File: config.mk
export PLATFORM = sky130hd
export DESIGN_NAME = servo_pulse_meter
export DESIGN_NICKNAME = d
export VERILOG_FILES = /design/src/rtl/servo_pkg.sv /design/src/rtl/servo_pulse_meter_sync_edge.sv /design/src/rtl/servo_pulse_meter.sv
export SDC_FILE = /design/constraint.sdc
export NUM_CORES = 1
export LEC_CHECK = 0
export BUFFER_PORTS_ARGS = -buffer_cell sky130_fd_sc_hd__buf_2
export CORE_UTILIZATION = 52
export CTS_CLUSTER_SIZE = 30
export DETAILED_ROUTE_END_ITERATION = 16
export GPL_TIMING_DRIVEN = 0
export PLACE_DENSITY = 0.82
export SYNTH_ARGS = -nofsm -noshare
export SYNTH_HDL_FRONTEND = slang
export SYNTH_SLANG_ARGS = --single-unit
File: constraint.sdc
create_clock -name clk -period 6.9 [get_ports clk]
set_input_delay 0.69 -clock clk [delete_from_list [all_inputs] [get_ports clk]]
set_output_delay 0.69 -clock clk [all_outputs]
set_load 0.05 [all_outputs]
File: src/rtl/servo_pkg.sv
// servo_pkg: types and default constants shared by the servo ramp generator
// and the servo pulse meter. Both count in 1-tick units of TICK_DIV clocks.
package servo_pkg;

    localparam int TICK_DIV        = 100;    // clocks per tick (1 us at 100 MHz)
    localparam int PERIOD_TICKS    = 20000;  // one servo frame in ticks
    localparam int WIDTH_MAX_TICKS = 2500;   // longest legal servo pulse in ticks

    typedef logic [14:0] tick_cnt_t;

    typedef enum logic [1:0] {
        S_WAIT_LOW,
        S_IDLE,
        S_HIGH
    } pm_state_t;

    // Increment that sticks at lim instead of wrapping.
    function automatic tick_cnt_t sat_inc(input tick_cnt_t v, input tick_cnt_t lim);
        return (v == lim) ? v : v + tick_cnt_t'(1);
    endfunction

endpackage

File: src/rtl/servo_pulse_meter_sync_edge.sv
// sync_edge: brings an asynchronous pin into the clk domain through two flops
// and flags rise/fall in the same cycle the synchronized level changes.
module sync_edge (
    input  logic clk,
    input  logic i_async,
    output logic o_level,
    output logic o_rise,
    output logic o_fall
);

    logic r_meta;
    logic r_sync;
    logic r_prev;

    // NOTE: these flops carry no reset so they keep tracking the pin while the
    // rest of the block is held in reset; a pin that is already high at reset
    // release then shows no false rise.
    // Two-stage synchronizer plus one delayed copy for edge detection.
    always_ff @(posedge clk) begin
        r_meta <= i_async;
        r_sync <= r_meta;
        r_prev <= r_sync;
    end

    assign o_level = r_sync;
    assign o_rise  = r_sync & ~r_prev;
    assign o_fall  = ~r_sync & r_prev;

endmodule

File: src/rtl/servo_pulse_meter.sv
// servo_pulse_meter: measures the high time of a servo PWM input in ticks of
// TICK_DIV clocks, strobes each completed width, flags over-long pulses and
// reports loss of signal. Defining PULSE_METER_PERIOD_EN adds a rise-to-rise
// period measurement with its own output ports.
module servo_pulse_meter
    import servo_pkg::*;
#(
    parameter int TICK_DIV   = servo_pkg::TICK_DIV,
    parameter int WIDTH_MAX  = servo_pkg::WIDTH_MAX_TICKS,
    parameter int PERIOD_MAX = servo_pkg::PERIOD_TICKS
) (
    input  logic      clk,
    input  logic      rst,
    input  logic      pwm_in,
    output tick_cnt_t width,
    output logic      width_valid,
    output logic      err,
    output logic      signal_lost
`ifdef PULSE_METER_PERIOD_EN
    ,
    output tick_cnt_t period,
    output logic      period_valid
`endif
);

    localparam int                PRES_W    = (TICK_DIV > 1) ? $clog2(TICK_DIV) : 1;
    localparam logic [PRES_W-1:0] PRES_LAST = PRES_W'(TICK_DIV - 1);
    localparam tick_cnt_t         WIDTH_LIM = tick_cnt_t'(WIDTH_MAX);
    localparam tick_cnt_t         GAP_LIM   = tick_cnt_t'(PERIOD_MAX);

    logic              w_level;
    logic              w_rise;
    logic              w_fall;
    logic              w_tick;
    logic              w_capture;
    logic              w_err;
    logic [PRES_W-1:0] r_pres;
    pm_state_t         r_state;
    pm_state_t         w_state_nxt;
    tick_cnt_t         r_cnt;
    tick_cnt_t         r_gap;
    tick_cnt_t         r_width;
    logic              r_width_valid;
    logic              r_lost;

    sync_edge u_sync (
        .clk     (clk),
        .i_async (pwm_in),
        .o_level (w_level),
        .o_rise  (w_rise),
        .o_fall  (w_fall)
    );

    assign w_tick = (r_pres == PRES_LAST);

    // NOTE: every register below uses <= so all of them see the values from
    // before the clock edge, regardless of statement order.
    // Prescaler: realigned to each rise so the first tick lands TICK_DIV-1
    // cycles after it, which makes width = floor(high_clocks / TICK_DIV).
    always_ff @(posedge clk) begin
        if (!rst) begin
            r_pres <= '0;
        end else if (w_rise) begin
            r_pres <= PRES_W'(1);
        end else if (w_tick) begin
            r_pres <= '0;
        end else begin
            r_pres <= r_pres + PRES_W'(1);
        end
    end

    // State register.
    always_ff @(posedge clk) begin
        if (!rst) begin
            r_state <= S_WAIT_LOW;
        end else begin
            r_state <= w_state_nxt;
        end
    end

    // NOTE: every output of this block is given a default first, so no path
    // through the case leaves a signal unassigned and no latch is inferred.
    // Next state plus capture/err decisions; a fall wins over a tick in the
    // same cycle, so a pulse ending on a tick is still reported as a width.
    always_comb begin
        w_state_nxt = r_state;
        w_capture   = 1'b0;
        w_err       = 1'b0;
        case (r_state)
            S_WAIT_LOW: begin
                if (!w_level) w_state_nxt = S_IDLE;
            end
            S_IDLE: begin
                if (w_rise) w_state_nxt = S_HIGH;
            end
            S_HIGH: begin
                if (w_fall) begin
                    w_capture   = 1'b1;
                    w_state_nxt = S_IDLE;
                end else if (w_tick && (r_cnt == WIDTH_LIM)) begin
                    w_err       = 1'b1;
                    w_state_nxt = S_WAIT_LOW;
                end
            end
            default: w_state_nxt = S_WAIT_LOW;
        endcase
    end

    // Width counter, captured width, gap counter and loss-of-signal flag.
    always_ff @(posedge clk) begin
        if (!rst) begin
            r_cnt         <= '0;
            r_gap         <= '0;
            r_width       <= '0;
            r_width_valid <= 1'b0;
            r_lost        <= 1'b1;
        end else begin
            if ((r_state == S_IDLE) && w_rise) begin
                r_cnt <= '0;
            end else if ((r_state == S_HIGH) && w_tick && !w_fall && (r_cnt != WIDTH_LIM)) begin
                r_cnt <= r_cnt + tick_cnt_t'(1);
            end

            if (w_capture) begin
                r_width <= r_cnt;
            end
            r_width_valid <= w_capture;

            if (w_rise) begin
                r_gap <= '0;
            end else if (w_tick) begin
                r_gap <= sat_inc(r_gap, GAP_LIM);
            end

            // Loss is declared on the tick that brings the gap to its limit.
            if (w_capture) begin
                r_lost <= 1'b0;
            end else if (w_tick && !w_rise && (r_gap == GAP_LIM - tick_cnt_t'(1))) begin
                r_lost <= 1'b1;
            end
        end
    end

    assign width       = r_width;
    assign width_valid = r_width_valid;
    assign err         = w_err;
    assign signal_lost = r_lost;

`ifdef PULSE_METER_PERIOD_EN
    tick_cnt_t r_per_cnt;
    tick_cnt_t r_period;
    logic      r_period_valid;
    logic      r_armed;

    // Rise-to-rise tick counter. A period is reported only when the previous
    // rise is still trusted: an err, or silence running past the frame limit,
    // drops that trust until the next rise re-arms it.
    always_ff @(posedge clk) begin
        if (!rst) begin
            r_per_cnt      <= '0;
            r_period       <= '0;
            r_period_valid <= 1'b0;
            r_armed        <= 1'b0;
        end else begin
            r_period_valid <= 1'b0;
            if (w_rise) begin
                r_per_cnt <= '0;
                r_armed   <= 1'b1;
                if (r_armed) begin
                    r_period       <= r_per_cnt;
                    r_period_valid <= 1'b1;
                end
            end else begin
                if (w_tick) begin
                    r_per_cnt <= sat_inc(r_per_cnt, GAP_LIM);
                end
                if (w_err || (w_tick && (r_gap == GAP_LIM))) begin
                    r_armed <= 1'b0;
                end
            end
        end
    end

    assign period       = r_period;
    assign period_valid = r_period_valid;
`else
    // Default build: no rise-to-rise measurement.
`endif

endmodule

Word-level counts from Yosys, hierarchy flattened
Cells that the tools add are included.

Word-level logic and storage cells: 60. Bits in writable memories: 0. Latch bits: 0. Memories kept: 0. ROM bits: 0. Register bits after elaboration: 59.

Add/sub/neg operators: 3. Shift-type cells: 0. Multiplexer cells: 14. $lt $le $gt $ge: 0. Multipliers: 0. Div/mod/pow operators: 0. Bitwise gates (word level): 6. Equal/unequal tests: 10. Reductions and logical operators: 16.

Operator list (number): 15-bit by 1-bit adder with 15-bit output, second input constant (2); 15-bit equality test, second input constant (2); 15-bit by 12-bit equality test with 1-bit output, second input constant (1); 15-bit by 12-bit != test with 1-bit output, second input constant (1); 1-bit two-way mux (9); 2-bit two-way mux (4); 7-bit by 1-bit adder with 7-bit output, second input constant (1); 7-bit equality test, second input constant (1); 1-bit logical AND (7); 2-bit one-hot mux with 3 select lines (1); 2-bit != test, second input constant (2); 1-bit NOT (4); 2-bit OR reduction (2); 3-bit != test, second input constant (1); 3-bit AND reduction (1); 3-bit OR reduction (1); 1-bit AND (2); 2-bit by 1-bit equality test with 1-bit output, second input constant (1); 2-bit equality test, second input constant (1); 1-bit logical NOT (2); 2-bit logical NOT (1); 2-bit AND reduction (1); 2-bit nonzero test (1).

Depth between registers and ports, before layout
Gate-level depths: netlist (run 1).

Depth after elaboration: 7. Depth in mapped cells: 7. Mapped depth without buffers: 6.

Hierarchy
From an unflattened synthesis (run 1), not the netlist that was laid out.

Cells, all modules: 305. Area, all modules: 2653.8 um2.

By module, submodules not included: servo_pulse_meter (area an instance 2578.7 um2, instances 1, cells each 300, sequential area each 1121.1 um2); sync_edge (area an instance 75.1 um2, instances 1, cells each 5, sequential area each 60.1 um2).

Least setup slack after synthesis (run 1)
OpenSTA, ideal clock, no wires.

Path kind: reg-to-output. Start point: reg r_cnt[10]. End point: out err. Path buffers: 0. Data required time: 6.210 ns. Arrival time: 2.252 ns. Cell stages (with the launch flop): 5. Setup slack: 3.958 ns. Path through: dfxtp_1 > or4b_2 > nor4_1 > inv_1 > nor2_1.

Word-level cells in the longest chain between the ends: 5.

Ends and longest elaborated chain: start, declared (line servo_pulse_meter.sv:40) `tick_cnt_t r_cnt;`; start signal, assigned (line servo_pulse_meter.sv:121) `r_cnt <= r_cnt + tick_cnt_t'(1);`; 15-bit by 12-bit equality test with 1-bit output (line servo_pulse_meter.sv:100) `end else if (w_tick && (r_cnt == WIDTH_LIM)) begin`; 1-bit logical AND (line servo_pulse_meter.sv:100); 1-bit two-way mux (line servo_pulse_meter.sv:100); 1-bit two-way mux (line servo_pulse_meter.sv:97) `if (w_fall) begin`; 1-bit two-way mux (line servo_pulse_meter.sv:89) `case (r_state)`; end, declared (line servo_pulse_meter.sv:17) `output logic err,`.

Every way passes these cells.

Worst setup path after layout (run 1)
Same ends and word-level chain as after synthesis.

==> key figures, run 1 <==
Floorplanning
  – Die W: around 75 um
  – Cell Rows: 26
  – Die area: around 5600 um^2
  – Initial core utilization: 53.7%
  – Die Y: ~75 um
  – Core box area: slightly above 5000 um^2
  – I/O pin cnt: 21

Detailed routing
  – DR WL/cell: 13.8 um
  – DRT Pass-1 Iters: 4
  – Post-Route WL: slightly below 6000 um
  – Post-route antenna net violation count: 0
  – Via count: about 2.4k
  – Vias per inst: between 5 and 6
  – Initial DRC Count: 124
  – Post-route DRC: 0

Worst setup path
  – Worst-path fanout max: 6
  – Reg-to-reg slack, setup: ~4500 ps
  – Crit path capture type: primary output
  – Crit path kind: register to primary output
  – FF-to-FF Start: r_pres[3]
  – Critical path required time: between 6000 and 7000 ps
  – Crit. Startpoint: r_cnt[10]
  – Arrival time worst endpoint: between 2000 and 3000 ps
  – FF-to-FF End: r_cnt[4]
  – Worst Reg-to-Reg Cells: 7
  – Worst Setup Start Kind: register

Yosys
  – Ys async rst share: 0%
  – Cells after Synth: about 320
  – Post-synthesis cell type count: 42
  – Most used flip-flop cell after synthesis: dfxtp_1
  – Synthesized flop and latch total: 59
  – Post-synth EDFFs: 0
  – Syn nets: 330
  – Syn_area_per_cell: 8.52 um^2
  – Share of the synthesized area in the top cell type: 43.1%
  – Seq/Total Area, Yosys: a little over two fifths
  – Yosys Warn Count: 0
  – Mapped cell area: 2740 um^2
  – Synth area leaders: dfxtp_1 43%, nand2_1 7.8%, mux2i_1 4.7%
  – Leading area contributor after synthesis: dfxtp_1

STA
  – Hold Fails Final Rpt: 0
  – Slew Viols, Final: 0
  – RSZ-0062 raised after global routing: no
  – Setup TNS: 0 ps
  – Fin crit period: between 3000 and 4000 ps
  – Setup violations, final: 0
  – Max transition margin: 47.1%
  – Clock skew: around 4.0 ps
  – Worst slew pin tran: just under 800 ps
  – Final period util: roughly half
  – Fmax: 0.301 GHz

Min path
  – Hold path endpoint: u_sync.o_level
  – HP Start: u_sync.r_meta
  – Worst hold path stage count: 0
  – Hold WC Path Type: register to register

Layout
  – Diodes inserted: 0
  – Final instance area: roughly 3200 um^2
  – Share of cells above drive strength 1: ~12%
  – Layout Utilization: roughly 62%
  – Layout Cells excl Fill: between 400 and 500
  – Nets: about 360
  – Synthesis-to-layout area growth: 16.3%

Pwr
  – Worst vdd ir: between 0.0002 and 0.0003 V
  – Leakage power total: about 1.1 nW
  – Power per cell area: approximately 240 nW/um^2
  – Power, Total: roughly 0.77 mW

Job
  – Max-Cap Viols: 0

Global route
  – Grt peak-use layer: met2
  – GRT met2 Usage: around two fifths
  – First-pass GRT wire length: around 10000 um
  – Gr usage total: between 20% and 30%
  – Met3 usage: under 10%
  – Vias in the first global route: 2200
  – Initial antenna violation count: 0
  – Global route overflow: 0
  – Largest net degree at the start of global routing: 11
  – Met1 GRT Util: 27.6%

Clock network
  – CTS Buffer Depth: 2
  – TritonCTS Sinks: 59
  – CTS resizes: 0
  – Reg clk slew, reported paths: 60 ps
  – Post-CTS Setup Inserts: 0
  – CTS Buf Count: 9
  – # H-tree levels: 3
  – Worst-skew pair later-pin latency: between 300 and 400 ps
  – Root Buffer: clkbuf_8
  – Hold_buf cts: 0
  – CTS tree: done

Place
  – Cells after DPL: 412
  – Input/output buffers: 20
  – Dpl hpwl: between 4000 and 5000 um
  – GP Congestion: 0.842
  – Placed Area: 2930 um^2

Outcome
  – Outcome: completed
## worst max path at each step
stage,endpoint,slack (ps),depth (start not counted)
floorplan,err,3960,4
global placement,err,4010,5
detailed placement,err,3980,5
CTS,err,3590,5
global route,err,3440,5
finish,err,3570,5
## cell usage after synthesis, types with 2 or more instances
cell type	count
and3_1	4
or3_1	5
mux2i_1	13
nor3_1	2
nor4b_1	2
or3b_2	2
inv_1	11
a21oi_1	14
nand2_1	57
nand3b_1	2
and2_1	2
xor2_1	2
nor2b_1	4
dfxtp_1	59
nor4_1	17
clkbuf_1	12
xnor2_1	7
and4_1	3
buf_2	2
or4_1	8
o31ai_1	4
nand2b_1	16
ha_1	5
nand4_1	6
o21ai_0	7
o21a_1	3
nor2_1	13
a21boi_0	15
nand3_1	12
## registers in the layout, indices dropped and copies added, names as in the netlist
register and count:
width 15, signal_lost 1, r_cnt 15, r_gap 15, width_valid 1, u_sync.r_prev 1, u_sync.r_meta 1, r_pres 7
r_state 2, u_sync.o_level 1
## layer usage
layer | vias up | part of all wire (%)
li1 | 1209 | -
met1 | 1120 | 44
met3 | 9 | 4.4
met4 | 0 | 1.4
met2 | 60 | 50
met5 | - | 0
## cell type report
| type | count | area (um^2) |
|---|---|---|
| fill | 451 | 1920 |
| multi-input combinational | 237 | 1460 |
| sequential | 59 | 1180 |
| clock buffer | 12 | 165 |
| timing repair buffer | 20 | 100 |
| clock inverter | 4 | 95.1 |
| tap | 70 | 87.6 |
| buffer | 15 | 62.6 |
| inverter | 11 | 41.3 |
## critical path, cell delays in order, from the launching register on
cell,delay (ps)
dfxtp_1,350
or4b_2,710
nor4_1,710
inv_1,90
nor2_1,150
buf_2,280
## power breakdown
part / total [mW] / leakage (nW) / switching (mW) / internal, mW
Combinational: 0.0200 / 0.478 / 0.0129 / 0.00712
Clock: 0.405 / 0.133 / 0.136 / 0.269
Sequential: 0.346 / 0.477 / 0.00233 / 0.343
## metrics by stage
| stage | worst slack, ps | hold WS, ps |
|---|---|---|
| 3_3_place_gp | 4010 | 310 |
| 3_5_place_dp | 3980 | 322 |
| 2_1_floorplan | 3960 | 310 |
| 6_report | 3570 | 334 |
| 5_1_grt | 3440 | 342 |
| 4_1_cts | 3590 | 337 |
## logic make-up (layout without fill, tap and decap cells)
family	after synthesis	in the layout	synth area share, %
AND/OR/NAND/NOR	164	164	32.6
flip-flops	59	59	43.1
AO/OA/AOI/OAI	46	46	10.7
buffers and inverters	26	62	3.79
multiplexers	13	13	4.74
XOR/XNOR	9	9	2.87
adder cells (fa/ha/maj)	5	5	2.28
## layout by cell type, fill, tap and decap left out, types with 7 or more instances in the layout
cell type,count
dfxtp_1,59
nand2_1,57
buf_2,22
nor4_1,17
nand2b_1,16
a21boi_0,15
a21oi_1,14
nor2_1,13
mux2i_1,13
nand3_1,12
clkbuf_1,12
clkbuf_8,12
inv_1,11
or4_1,8
o21ai_0,7
xnor2_1,7
(Power assumes the default switching activity.)
==> run 2: changes to the inputs <==
PLACE_DENSITY = 0.84   (was 0.82)
clock period = 2.95 ns   (was 6.9 ns; I/O delays follow)
==> key figures, run 2 (synthesized netlist as in run 1, its figures left out) <==
Layout
  – Most frequent cells in the layout: 59 x dfxtp_1, 57 x nand2_1, 22 x buf_2
  – Diodes inserted: 0 (unchanged)
  – Share of cells above drive strength 1: 12.0% (-0.25 points)
  – Fillers: 452 (+0.22%)
  – Synthesis-to-layout area growth: 13.6%
  – FF+latch area: 1180 um^2 (unchanged)
  – Nets: 361 (unchanged)
  – Most common cell after layout, fill and taps aside: dfxtp_1
  – Multi-input gate area: 1460 um^2 (+0.43%)

Detailed routing
  – Initial DRC Count: 137 (+10%)
  – DRT Pass-1 Iters: 4 (unchanged)
  – DR WL/cell: 13.5 um (-1.9%)
  – Vias per inst: 5.60 (about the same)
  – Via count: 2391 (-0.29%)
  – Post-route DRC: 0 (unchanged)
  – Post-Route WL: 5770 um (-2.1%)
  – Post-route antenna net violation count: 0 (unchanged)

Worst setup path
  – Worst Setup Start Kind: register
  – Critical path required time: 2650 ps (-3560 ps)
  – Arrival time worst endpoint: 2380 ps (-260 ps)
  – Worst-path fanout max: 6 (unchanged)
  – Crit path kind: register to primary output
  – Crit path capture type: primary output

Pwr
  – Power per cell area: 488 nW/um^2 (+100%)
  – Worst vdd ir: 0.000305 V (+19%)
  – Leakage power total: 1.05 nW (-3.4%)

Floorplanning
  – Die W: 74.6 um (unchanged)
  – Die Y: 74.6 um (unchanged)
  – I/O pin cnt: 21 (unchanged)
  – Core box area: 5110 um^2 (unchanged)
  – Initial core utilization: 53.7% (unchanged)
  – Cell Rows: 26 (unchanged)
  – Die area: 5570 um^2 (unchanged)

Clock network
  – Root Buffer: clkbuf_8
  – # H-tree levels: 3 (unchanged)
  – Worst-skew pair later-pin latency: 330 ps (-20 ps)
  – CTS Buffer Depth: 2 (unchanged)
  – Post-CTS Setup Inserts: 0 (unchanged)
  – TritonCTS Sinks: 59 (unchanged)
  – Reg clk slew, reported paths: 60 ps (about the same)
  – CTS tree: done
  – CTS Buf Count: 9 (unchanged)

Global route
  – Global route overflow: 0 (unchanged)
  – Met1 GRT Util: 29.3% (+1.7 points)
  – First-pass GRT wire length: 9890 um (-0.97%)
  – Initial antenna violation count: 0 (unchanged)
  – Met3 usage: 6.02% (-3.7 points)
  – GRT met2 Usage: 38.2% (-2.0 points)
  – Largest net degree at the start of global routing: 11 (unchanged)
  – Vias in the first global route: 2206 (+0.27%)
  – Gr usage total: 23.5% (-0.84 points)
  – Grt peak-use layer: met2

Place
  – Dpl hpwl: 4040 um (+0.10%)
  – GP Congestion: 0.806 (-4.3%)
  – Input/output buffers: 20 (unchanged)

STA
  – Final period util: 90.7%
  – Fin crit period: about 2700 ps
  – Hold WS: 68.0 ps (-266 ps)
  – Setup violations, final: 0 (unchanged)
  – Worst slew pin tran: 503 ps (-283 ps)
  – Slew Viols, Final: 0 (unchanged)
  – Setup TNS: 0 ps (unchanged)
  – Max transition margin: 66.0% (+19 points)
  – Hold Fails Final Rpt: 0 (unchanged)
  – RSZ-0062 raised after global routing: no
  – Clock skew: 3.88 ps (-0.161 ps)
  – Fmax: roughly 0.37 GHz

Job
  – Max-Cap Viols: 0 (unchanged)

Outcome
  – Outcome: completed

Min path
  – Hold WC Path Type: input port to register
-- run 2: final timing paths --
path                       from        endpoint  slack (ps)  cells after the start
hold / removal           pwm_in   u_sync.r_meta          70                      1
setup / recovery      r_cnt[11]             err         270                      5
hold reg to reg   u_sync.r_meta  u_sync.o_level         340                      0
setup reg to reg      r_pres[3]        r_cnt[4]         530                      7
-- run 2: critical path, cell delays in order, from the launching register on --
cell     delay [ps]
dfxtp_1         420
or4b_2          660
nor4_2          510
inv_1            80
nor2_1          100
buf_2           270
-- run 2: metrics by stage --
step | instance area [um^2] | instances | total power, mW | util, % | setup WS [ps]
floorplan | 2740 | 322 | 0.860 | - | 403
global placement | 2930 | 412 | 0.871 | 57.4 | 473
detailed placement | 2930 | 412 | 0.873 | 57.4 | 392
CTS | 3110 | 427 | 1.53 | 60.9 | 20.0
global route | 3120 | 427 | 1.59 | 61.0 | 172
finish | 3120 | 427 | 1.52 | 61.0 | 275
-- run 2: power by group --
group          leakage (nW)  internal [mW]  switching [mW]
combinational         0.478         0.0167          0.0299
clock                0.0953          0.366           0.298
sequential            0.477          0.804         0.00554
total                  1.05           1.19           0.334
-- run 2: layout make-up --
cell class	instances	share of cell area, %
Tap cell	70	2.81
Clock buffer	13	5.42
Buffer	15	2.01
Multi-Input combinational cell	237	47.0
Inverter	11	1.33
Clock inverter	2	0.321
Timing Repair Buffer	20	3.21
Sequential cell	59	37.9
-- run 2: timing repair --
action / CTS / global route
hold buffers: 0 / 0
endpoints found under the setup margin: 0 / 1
resized for setup: 0 / 1
-- run 2: metal layers --
metal / wire [um] / part of all wire (%) / up-vias
met1: 2700 / 47 / 1112
met5: 0 / 0 / -
met3: 226 / 3.9 / 13
met4: 119 / 2.1 / 0
met2: 2720 / 47 / 60
li1: - / - / 1206
==> run 3: changes to the inputs <==
ABC_AREA = 1   (was default)
GPL_TIMING_DRIVEN = default   (was 0)
==> key figures, run 3 <==
Global route
  – Vias in the first global route: 2494 (+13%)
  – Initial antenna violation count: 0 (unchanged)
  – First-pass GRT wire length: 11200 um (+14%)
  – Largest net degree at the start of global routing: 28 (+17)
  – Gr usage total: 23.9% (+0.42 points)
  – Global route overflow: 0 (unchanged)

Worst setup path
  – Crit. Startpoint: r_pres[0]
  – Worst Setup EP: err
  – Reg-to-reg slack, setup: 1010 ps (+480 ps)
  – Crit path kind: register to primary output
  – CP max-delay cell: dfxtp_1
  – Crit path cell chain: ha_1 > nand2_1 > nor3_4 > nand3_1 > nor2_1 > buf_2
  – Worst Setup Start Kind: register
  – FF-to-FF Start: r_pres[0]
  – FF-to-FF End: r_cnt[7]
  – Crit path capture type: primary output
  – CP max stage delay: 350 ps (-310 ps)
  – Worst Reg-to-Reg Cells: 7 (unchanged)
  – Worst-path fanout max: 6 (unchanged)
  – Arrival time worst endpoint: 1890 ps (-490 ps)
  – Critical path required time: 2650 ps (about the same)

Layout
  – Diodes inserted: 0 (unchanged)
  – Layout Cells excl Fill: 537 (+26%)
  – Most frequent cells in the layout: 126 x nand2_1, 68 x nor2_1, 59 x dfxtp_1
  – Multi-input gate area: 1560 um^2 (+6.4%)
  – Nets: 469 (+30%)
  – Share of cells above drive strength 1: 8.82% (-3.2 points)
  – FF+latch area: 1180 um^2 (unchanged)
  – Most common cell after layout, fill and taps aside: nand2_1
  – Synthesis-to-layout area growth: 9.52%
  – Fillers: 513 (+13%)
  – Final instance area: 3240 um^2 (+4.0%)

Clock network
  – CTS Buffer Depth: 2 (unchanged)
  – CTS resizes: 0 (unchanged)
  – CTS tree: done
  – Worst-skew pair later-pin latency: 340 ps (about the same)
  – # H-tree levels: 3 (unchanged)
  – Post-CTS Setup Inserts: 0 (unchanged)
  – Hold_buf cts: 0 (unchanged)
  – Reg clk slew, reported paths: 60 ps (about the same)
  – Root Buffer: clkbuf_8
  – TritonCTS Sinks: 59 (unchanged)
  – CTS Buf Count: 9 (unchanged)

Floorplanning
  – Die area: 5990 um^2 (+7.6%)
  – Cell Rows: 27 (+3.8%)
  – I/O pin cnt: 21 (unchanged)
  – Die W: 77.4 um (+3.7%)
  – Die Y: 77.4 um (+3.7%)
  – Core box area: 5510 um^2 (+7.8%)
  – Initial core utilization: 53.7% (about the same)

Detailed routing
  – DRT Pass-1 Iters: 5 (+1)
  – Post-Route WL: 6660 um (+16%)
  – Post-route antenna net violation count: 0 (unchanged)
  – Initial DRC Count: 186 (+36%)
  – Post-route DRC: 0 (unchanged)
  – Via count: 2854 (+19%)
  – DR WL/cell: 12.4 um (-8.1%)
  – Vias per inst: 5.31 (-5.1%)

Yosys
  – Ys async rst share: 0% (unchanged)
  – Syn nets: 452 (+37%)
  – Post-synthesis cell type count: 28 (-33%)
  – Share of the synthesized area in the top cell type: 39.9% (-3.1 points)
  – Leading area contributor after synthesis: dfxtp_1
  – Most common cell in the synthesized netlist: nand2_1
  – Synthesized flop and latch total: 59 (unchanged)
  – Syn_area_per_cell: 6.66 um^2 (-22%)
  – Most used flip-flop cell after synthesis: dfxtp_1
  – Seq/Total Area, Yosys: 39.9% (-3.1 points)
  – Yosys Warn Count: 0 (unchanged)
  – Cells after Synth: 444 (+38%)
  – Most frequent cells after synthesis: 126 x nand2_1, 68 x nor2_1, 59 x dfxtp_1, 45 x a21oi_1, 36 x inv_1
  – Synth area leaders: dfxtp_1 40%, nand2_1 16%, nor2_1 8.6%
  – Post-synth EDFFs: 0 (unchanged)
  – Mapped cell area: 2960 um^2 (+7.8%)

Min path
  – Worst hold path stage count: 1 (unchanged)
  – Hold WC Path Type: input port to register
  – HP Start: pwm_in

STA
  – Clock skew: 8.51 ps (+4.63 ps)
  – Worst slew pin tran: 714 ps (+211 ps)
  – Hold WS: 57.7 ps (-10.2 ps)
  – Setup TNS: 0 ps (unchanged)
  – Slew Viols, Final: 0 (unchanged)
  – Final period util: 74.1% (-17 points)
  – Max transition margin: 52.2% (-14 points)
  – Setup violations, final: 0 (unchanged)
  – RSZ-0062 raised after global routing: no
  – Fin crit period: 2190 ps (-490 ps)
  – Hold Fails Final Rpt: 0 (unchanged)
  – Fmax: 0.458 GHz (+22%)

Outcome
  – Outcome: completed

Pwr
  – Worst vdd ir: 0.000446 V (+46%)
  – Power, Total: 1.49 mW (-2.2%)
  – Leakage power total: 1.20 nW (+14%)
  – Power per cell area: 459 nW/um^2 (-5.9%)

Place
  – Dpl hpwl: 4740 um (+17%)
  – Cells after DPL: 522 (+27%)
  – GP Congestion: 0.944 (+17%)
  – Placed Area: 3070 um^2 (+4.8%)
  – Input/output buffers: 20 (unchanged)

Job
  – Max-Cap Viols: 0 (unchanged)
-- run 3: cell count changes after synthesis, moves of 14 or more --
cell / delta
a21boi_0: -15
o21ai_0: +14
nand3_1: +17
nor2_1: +55
inv_1: +25
a21oi_1: +31
nand2_1: +69
nor4_1: -17
nand2b_1: -16
-- run 3: how the worst min path moves through the flow --
stage	endpoint	slack, ps
CTS	u_sync.r_meta	40
global placement	u_sync.o_level	310
floorplan	u_sync.o_level	310
detailed placement	u_sync.o_level	330
finish	u_sync.r_meta	60
global route	u_sync.r_meta	40
-- run 3: power breakdown --
part | total, mW | internal, mW | switching, mW
Sequential | 0.810 | 0.805 | 0.00529
Clock | 0.633 | 0.317 | 0.316
Combinational | 0.0439 | 0.0106 | 0.0333
Total | 1.49 | 1.13 | 0.354
-- run 3: layer usage --
layer  vias to the layer above  global-route usage (%)  wire length [um]
met5                         -                       0                 0
met4                         0                    11.7               140
met3                        16                    7.41               423
met2                        86                    40.2              3210
met1                      1283                    27.3              2890
li1                       1469                       -                 -
-- run 3: worst max-delay path, delay by kind of cell, from the launching register on --
kind | cells | cell delay, ps
adder cells (fa/ha/maj) | 1 | 190
buffers and inverters | 1 | 290
flip-flops | 1 | 350
AND/OR/NAND/NOR | 4 | 720
-- run 3: logic make-up (layout without fill, tap and decap cells) --
group,after synthesis,after routing,synth area share (%)
and+or+nand+nor,247,247,34.9
AOI/OAI and AO/OA,68,68,11.8
DFF,59,59,39.9
buffers and inverters,52,73,7.40
xor gates and xnor gates,13,13,3.85
adders and majority gates,5,5,2.12
-- run 3: layout make-up --
| class | count | area share [%] |
|---|---|---|
| inverter | 38 | 4.40 |
| sequential | 59 | 36.5 |
| clock buffer | 10 | 4.25 |
| clock inverter | 5 | 0.927 |
| tap | 72 | 2.78 |
| timing repair buffer | 20 | 3.09 |
| multi-input combinational | 333 | 48.1 |
-- run 3: metrics by stage --
step | util (%) | worst slack [ps]
6_report | 58.8 | 765
5_1_grt | 58.8 | 645
4_1_cts | 58.8 | 755
3_5_place_dp | 55.8 | 992
3_3_place_gp | 55.8 | 1070
2_1_floorplan | - | 1020
